$ cat config.mk
export PLATFORM = sky130hd
export DESIGN_NAME = multi_btn_led_controller
export DESIGN_NICKNAME = d
export VERILOG_FILES = /design/src/rtl/multi_btn_led_controller.sv
export SDC_FILE = /design/constraint.sdc
export NUM_CORES = 1
export LEC_CHECK = 0
export ABC_AREA = 1
export CORE_MARGIN = 2
export CORE_UTILIZATION = 55
export DETAILED_ROUTE_END_ITERATION = 8
export PLACE_DENSITY = 0.78
export SYNTH_ARGS = -nofsm -noshare
export SYNTH_HDL_FRONTEND = slang
export SYNTH_SLANG_ARGS = --single-unit
$ cat constraint.sdc
create_clock -name clk -period 1.5 [get_ports clk]
set_clock_uncertainty 0.1 [all_clocks]
set_input_delay 0.3 -clock clk [delete_from_list [all_inputs] [get_ports clk]]
set_output_delay 0.3 -clock clk [all_outputs]
set_load 0.01 [all_outputs]
$ cat src/rtl/multi_btn_led_controller.sv
// Multi-channel button front end: synchroniser, debounce, press pulse and
// per-channel LED drive in one of four global modes (follow/toggle/blink/off).
module multi_btn_led_controller #(
    parameter int   CHANNELS     = 4,
    parameter int   DEBOUNCE     = 4,
    parameter int   BLINK_HALF   = 8,
    parameter logic ACTIVE_LEVEL = 1'b1
) (
    input  logic                clk,
    input  logic                reset,
    input  logic [CHANNELS-1:0] btn_in,
    input  logic [1:0]          mode,
    output logic [CHANNELS-1:0] btn_state,
    output logic [CHANNELS-1:0] press_pulse,
    output logic [CHANNELS-1:0] led_out
);

    localparam int DW = $clog2(DEBOUNCE);
    // A blink half-period of one cycle still needs a 1-bit counter to compile.
    localparam int BW = (BLINK_HALF > 1) ? $clog2(BLINK_HALF) : 1;

    typedef enum logic [1:0] {
        MODE_FOLLOW = 2'b00,
        MODE_TOGGLE = 2'b01,
        MODE_BLINK  = 2'b10,
        MODE_OFF    = 2'b11
    } mode_t;

    mode_t mode_sel;
    assign mode_sel = mode_t'(mode);

    logic [CHANNELS-1:0] sync1_reg;
    logic [CHANNELS-1:0] sync2_reg;

    always_ff @(posedge clk) begin
        if (reset) begin
            sync1_reg <= {CHANNELS{~ACTIVE_LEVEL}};
            sync2_reg <= {CHANNELS{~ACTIVE_LEVEL}};
        end else begin
            sync1_reg <= btn_in;
            sync2_reg <= sync1_reg;
        end
    end

    genvar gi;
    generate
        for (gi = 0; gi < CHANNELS; gi++) begin : g_chan
            logic [DW-1:0] db_cnt_reg;
            logic [BW-1:0] blink_cnt_reg;
            logic          state_reg;
            logic          pulse_reg;
            logic          toggle_reg;
            logic          phase_reg;
            logic          led_reg;
            logic          pressed;
            logic          accept;
            logic          press;
            logic          led_next;

            assign pressed = (sync2_reg[gi] == ACTIVE_LEVEL);
            assign accept  = (pressed != state_reg) && (db_cnt_reg == DW'(DEBOUNCE - 1));
            assign press   = accept && pressed;

            always_comb begin
                led_next = 1'b0;
                unique case (mode_sel)
                    MODE_FOLLOW: led_next = state_reg;
                    MODE_TOGGLE: led_next = toggle_reg;
                    MODE_BLINK:  led_next = state_reg & phase_reg;
                    MODE_OFF:    led_next = 1'b0;
                    default:     led_next = 1'b0;
                endcase
            end

            always_ff @(posedge clk) begin
                if (reset) begin
                    db_cnt_reg    <= '0;
                    blink_cnt_reg <= '0;
                    state_reg     <= 1'b0;
                    pulse_reg     <= 1'b0;
                    toggle_reg    <= 1'b0;
                    phase_reg     <= 1'b0;
                    led_reg       <= 1'b0;
                end else begin
                    // Any return to the accepted level restarts the stability count.
                    if (pressed == state_reg) begin
                        db_cnt_reg <= '0;
                    end else if (accept) begin
                        state_reg  <= pressed;
                        db_cnt_reg <= '0;
                    end else begin
                        db_cnt_reg <= db_cnt_reg + 1'b1;
                    end

                    pulse_reg <= press;

                    if (press && (mode_sel == MODE_TOGGLE)) begin
                        toggle_reg <= ~toggle_reg;
                    end

                    // Blink restarts in the lit phase on every new press.
                    if (press) begin
                        blink_cnt_reg <= '0;
                        phase_reg     <= 1'b1;
                    end else if (state_reg) begin
                        if (blink_cnt_reg == BW'(BLINK_HALF - 1)) begin
                            blink_cnt_reg <= '0;
                            phase_reg     <= ~phase_reg;
                        end else begin
                            blink_cnt_reg <= blink_cnt_reg + 1'b1;
                        end
                    end else begin
                        blink_cnt_reg <= '0;
                        phase_reg     <= 1'b0;
                    end

                    led_reg <= led_next;
                end
            end

            assign btn_state[gi]   = state_reg;
            assign press_pulse[gi] = pulse_reg;
            assign led_out[gi]     = led_reg;
        end
    endgenerate

endmodule

== Word-level counts from Yosys, hierarchy flattened ==
Cells that the tools add are included.

* Bits of input ports: 8
* Flip-flop bits (word level): 48
* Word-level logic and storage cells: 122

* Reductions and logical operators: 25
* Equal/unequal tests: 23
* Mux-type cells: 16
* Bitwise operators: 20
* Add/sub/neg operators: 8

{| class="wikitable"
|+ Operators with widths
! operator !! count
|-
| 1-bit inverter || 16
|-
| 1-bit case mux with 4 select lines || 4
|-
| 4-bit OR reduction || 4
|-
| 3-bit by 1-bit adder with 3-bit output, second input constant || 4
|-
| 2-bit equality test, second input constant || 6
|-
| 3-bit equality test, second input constant || 4
|-
| 1-bit logical AND || 12
|-
| 1-bit two-way mux || 12
|-
| 3-bit by 1-bit inequality test with 1-bit output, second input constant || 4
|-
| 3-bit OR reduction || 4
|-
| 2-bit by 1-bit adder with 2-bit output, second input constant || 4
|-
| 2-bit AND reduction || 4
|-
| 1-bit bitwise AND || 4
|-
| 1-bit equality test || 4
|-
| 1-bit inequality test || 4
|-
| 2-bit by 1-bit equality test with 1-bit output, second input constant || 1
|-
| 2-bit logical NOT || 1
|}

== Logic depth before layout (Yosys ltp) ==
* Depth in word-level cells: 4
* Mapped depth: 6

== Worst setup path before layout ==
OpenSTA, ideal clock, no wires.

* Path kind: reg-to-reg
* Start: register g_chan[0].blink_cnt_reg[0]
* End: register g_chan[0].phase_reg
* Stages on the path, launching flop included: 7
* Slack: 0.416 ns
* Arrival time: 0.863 ns
* Library setup time: 0.122 ns
* Data required time: 1.278 ns
* Clock period less this slack: 1.084 ns
* Cells stage by stage: dfxtp_1 -> ha_1 -> ha_1 -> inv_1 -> nand3_1 -> nand2_1 -> a21oi_1

* Longest elaborated chain between the ends: 2

{| class="wikitable"
|+ RTL lines
! item !! line !! text
|-
| start, declared || 49 || <nowiki>logic [BW-1:0] blink_cnt_reg;</nowiki>
|-
| start signal, assigned || 110 || <nowiki>blink_cnt_reg <= blink_cnt_reg + 1'b1;</nowiki>
|-
| 3-bit equality test || 106 || <nowiki>if (blink_cnt_reg == BW'(BLINK_HALF - 1)) begin</nowiki>
|-
| 3-bit by 1-bit inequality test with 1-bit output (no source line) || - ||
|-
| end signal, assigned || 108 || <nowiki>phase_reg <= ~phase_reg;</nowiki>
|-
| end, declared || 53 || <nowiki>logic phase_reg;</nowiki>
|}

Every way passes these cells.
A chain may end at the register's enable or synchronous reset.

== Worst setup path after layout ==
* Start: register g_chan[3].state_reg
* End: output btn_state[3]

{| class="wikitable"
|+ RTL lines
! item !! line !! text
|-
| start, declared || 50 || <nowiki>logic state_reg;</nowiki>
|-
| start signal, assigned || 89 || <nowiki>state_reg <= pressed;</nowiki>
|-
| end, declared || 13 || <nowiki>output logic [CHANNELS-1:0] btn_state,</nowiki>
|}

No word-level cell between the ends.

==> impl_metrics.xml <==
<?xml version="1.0" encoding="UTF-8"?>
<metrics>
  <group name="synthesis">
    <metric name="synth_compound_area_share" unit="%">5.60</metric>
    <metric name="synth.area.mux_share" unit="%">0</metric>
    <metric name="postSynthNetCount" unit="">243</metric>
    <metric name="yosysSeqAreaShare" unit="%">51.2</metric>
    <metric name="cells_after_synth" unit="">223</metric>
    <metric name="yosys.cell_types.count" unit="">17</metric>
    <metric name="synth_seq_cells" unit="">48</metric>
    <metric name="basic_gate_share_of_the_synthesized_area_counting_and_or_nand_and_nor_cells" unit="%">19.5</metric>
    <metric name="synth_area" unit="sq mm">0.00188</metric>
    <metric name="avgSynthCellArea" unit="sq um">8.41</metric>
    <metric name="yosys.area_share.xor_xnor" unit="%">1.87</metric>
    <metric name="synthesis.yosys.warnings" unit="">0</metric>
    <metric name="synth-adder-area-share" unit="%">8.01</metric>
    <metric name="largest_family_of_logic_cells_by_synthesized_area" unit="">simple AND/OR/NAND/NOR gates</metric>
  </group>
  <group name="timing">
    <metric name="slew-limit-headroom" unit="%">80.6</metric>
    <metric name="drv_slew" unit="">0</metric>
    <metric name="worst_pin_slew" unit="ns">0.290</metric>
    <metric name="achievable-frequency" unit="GHz">0.723</metric>
    <metric name="post-route-period-util" unit="%">92.2</metric>
    <metric name="setup_viol_count_final" unit="">0</metric>
    <metric name="final.setup.worst_slack" unit="ns">0.117</metric>
    <metric name="timing.final.hold_violations" unit="">0</metric>
    <metric name="grt_setup_unrepaired" unit="">false</metric>
    <metric name="timing.final.crit_period" unit="ns">1.38</metric>
  </group>
  <group name="cells_and_area">
    <metric name="final_common_cell" unit="">sky130_fd_sc_hd__dfxtp_1</metric>
    <metric name="finalNetCount" unit="">261</metric>
    <metric name="num_antenna_cells" unit="">0</metric>
    <metric name="synthToLayoutAreaGrowth" unit="%">12.5</metric>
    <metric name="number_of_flip_flops_in_the_largest_register" unit="">12</metric>
    <metric name="post_layout_instance_count_excluding_filler_cells" unit="">288</metric>
    <metric name="fill_cells" unit="">327</metric>
    <metric name="final_cell_mix" unit="">sky130_fd_sc_hd__dfxtp_1, sky130_fd_sc_hd__nor2_1, sky130_fd_sc_hd__inv_1</metric>
    <metric name="layout-drive-gt1-share" unit="%">9.09</metric>
  </group>
  <group name="global_route">
    <metric name="first_global_vias" unit="">1292</metric>
    <metric name="grt_overflow_total" unit="">0</metric>
    <metric name="pin_count_of_the_biggest_net_entering_global_routing" unit="">21</metric>
    <metric name="grt_first_pass_wirelength" unit="mm">5.18</metric>
    <metric name="global_route.usage.total" unit="%">16.8</metric>
    <metric name="grt_antenna_before_repair" unit="">0</metric>
  </group>
  <group name="place">
    <metric name="setup_ws_pre_cts" unit="ns">-0.00355</metric>
    <metric name="gp_congestion" unit="">0.746</metric>
    <metric name="placed_instance_count" unit="">280</metric>
    <metric name="buffer_ports.inserted" unit="">19</metric>
    <metric name="dp_hpwl" unit="mm">1.97</metric>
  </group>
  <group name="route">
    <metric name="drt-pass1-iter-count" unit="">4</metric>
    <metric name="route.final.wire_length" unit="mm">2.78</metric>
    <metric name="dr.first_iter.drc_count" unit="">66</metric>
    <metric name="vias" unit="">1321</metric>
    <metric name="route.detailed.drc" unit="">0</metric>
    <metric name="post_drt_via_cell_ratio" unit="">4.59</metric>
    <metric name="ant_nets_after_route" unit="">0</metric>
    <metric name="detail_route.wl_per_cell" unit="microns">9.67</metric>
  </group>
  <group name="cts">
    <metric name="postCtsSetupRepairBufs" unit="">0</metric>
    <metric name="cts.sinks" unit="">48</metric>
    <metric name="clock_edge_transition_at_the_registers_on_the_reported_setup_and_hold_paths" unit="ns">0.13</metric>
    <metric name="cts_tree" unit="">yes</metric>
    <metric name="post_cts_hold_buffer_count" unit="">0</metric>
    <metric name="numCtsBuffers" unit="">5</metric>
    <metric name="cts-htree-levels" unit="">2</metric>
    <metric name="ctsLongestPathBuffers" unit="">2</metric>
    <metric name="worst_skew_pair.late_latency" unit="ns">0.36</metric>
    <metric name="root_buffer" unit="">sky130_fd_sc_hd__clkbuf_4</metric>
  </group>
  <group name="critical_path">
    <metric name="timing_worst_setup_path_type" unit="">reg2out</metric>
    <metric name="critPathSlowestCell" unit="">sky130_fd_sc_hd__dfxtp_1</metric>
    <metric name="crit_path_cell_trace" unit="">dlygate4sd2_1</metric>
    <metric name="worstPathRequired" unit="ns">1.10</metric>
    <metric name="top_delay_family_on_crit_path" unit="">flip-flops</metric>
    <metric name="r2r_cells" unit="">5</metric>
    <metric name="cpPeakStageDelay" unit="ns">0.36</metric>
    <metric name="worstSetupEndpointType" unit="">output port</metric>
    <metric name="setup.worst_path.start_class" unit="">register</metric>
    <metric name="crit_path_max_fanout" unit="">2</metric>
    <metric name="cp_data_arrival_time" unit="ns">0.98</metric>
    <metric name="reg2reg_slack" unit="ns">0.31</metric>
    <metric name="cell_count_along_the_critical_path" unit="">1</metric>
    <metric name="critPathBufInv" unit="">1</metric>
  </group>
  <group name="floorplan">
    <metric name="dieHeight" unit="microns">62.4</metric>
    <metric name="ios" unit="">20</metric>
    <metric name="initial_core_util" unit="%">56.7</metric>
    <metric name="fp.coreArea" unit="sq mm">0.00331</metric>
    <metric name="die_width" unit="microns">62.4</metric>
    <metric name="fp.dieArea" unit="sq mm">0.00389</metric>
    <metric name="placement_rows" unit="">21</metric>
  </group>
  <group name="run">
    <metric name="timing.max_cap.violations" unit="">0</metric>
  </group>
  <group name="outcome">
    <metric name="run_status" unit="">finished, final reports clean</metric>
  </group>
  <group name="power_and_ir_drop">
    <metric name="worst_supply_voltage_drop_on_vdd" unit="mV">0.533</metric>
    <metric name="pwr_density_cell" unit="mW/mm^2">939</metric>
    <metric name="total_leakage_power" unit="nW">0.970</metric>
  </group>
  <group name="worst_hold_path">
    <metric name="holdPathStages" unit="">2</metric>
    <metric name="hold_path_class" unit="">reg2reg</metric>
  </group>
</metrics>
==> repair_timing <==
action                                  in CTS  in global routing
endpoints found under the setup margin      12                  0
resized for setup                           12                  0
endpoints found under the hold margin        0                  0
==> report_power, final <==
group | internal (W) | switching (W) | leakage (nW)
registers | 0.00129 | 0.00000699 | 0.389
clock network | 0.000224 | 0.000386 | 0.0380
logic | 0.0000349 | 0.0000411 | 0.543
total | 0.00155 | 0.000434 | 0.970
==> cell usage after synthesis (all sizes together) <==
cell    number  area, sq um
dfxtp       48          961
nor2        45          176
inv         39          146
nand3       20          115
nand2       19         73.8
buf         13         95.1
a21oi       12         60.1
ha          12          150
o21ai        9         45.0
xor2         4         35.0
clkbuf       2         17.5
==> layout make-up <==
cell class | count | area, sq um | area share (%)
clock buffers | 6 | 51.3 | 2.43
clock inverters | 2 | 10.0 | 0.474
inverters | 39 | 146 | 6.94
multi-input cells | 121 | 656 | 31.1
flip-flops and latches | 48 | 961 | 45.6
well taps | 46 | 57.6 | 2.73
repair buffers | 26 | 228 | 10.8
==> layer usage <==
layer,share of wire [%],GRT usage (%),wire [microns],vias up
li1,-,-,-,707
met1,47,19.5,1310,580
met2,46,29.1,1290,26
met3,4.2,3.78,118,8
met4,2.4,8.33,68,0
met5,0,0,0,-
==> through the flow <==
step           instance area [sq um]  hold WS (ns)   TNS, ns  total power, W  util, %
3_3_place_gp                    2060         0.288         0         0.00140     62.3
3_5_place_dp                    2060         0.302  -0.00355         0.00140     62.3
2_1_floorplan                   1880         0.288         0         0.00137        -
6_report                        2110         0.303         0         0.00198     63.7
5_1_grt                         2110         0.331         0         0.00208     63.7
4_1_cts                         2110         0.313         0         0.00201     63.7
==> cells by family (layout without fill, tap and decap cells) <==
family,after synthesis,after routing
buffers and inverters,54,73
flip-flops,48,48
XOR/XNOR,4,4
adder cells (fa/ha/maj),12,12
AO/OA/AOI/OAI,21,21
AND/OR/NAND/NOR,84,84
==> path summary, 6_finish.rpt <==
check | from | endpoint
max reg2reg | g_chan[1].blink_cnt_reg[0] | g_chan[1].phase_reg
min | sync1_reg[2] | sync2_reg[2]
min reg2reg | sync1_reg[2] | sync2_reg[2]
max | g_chan[3].state_reg | btn_state[3]
(Power assumes the default switching activity.)
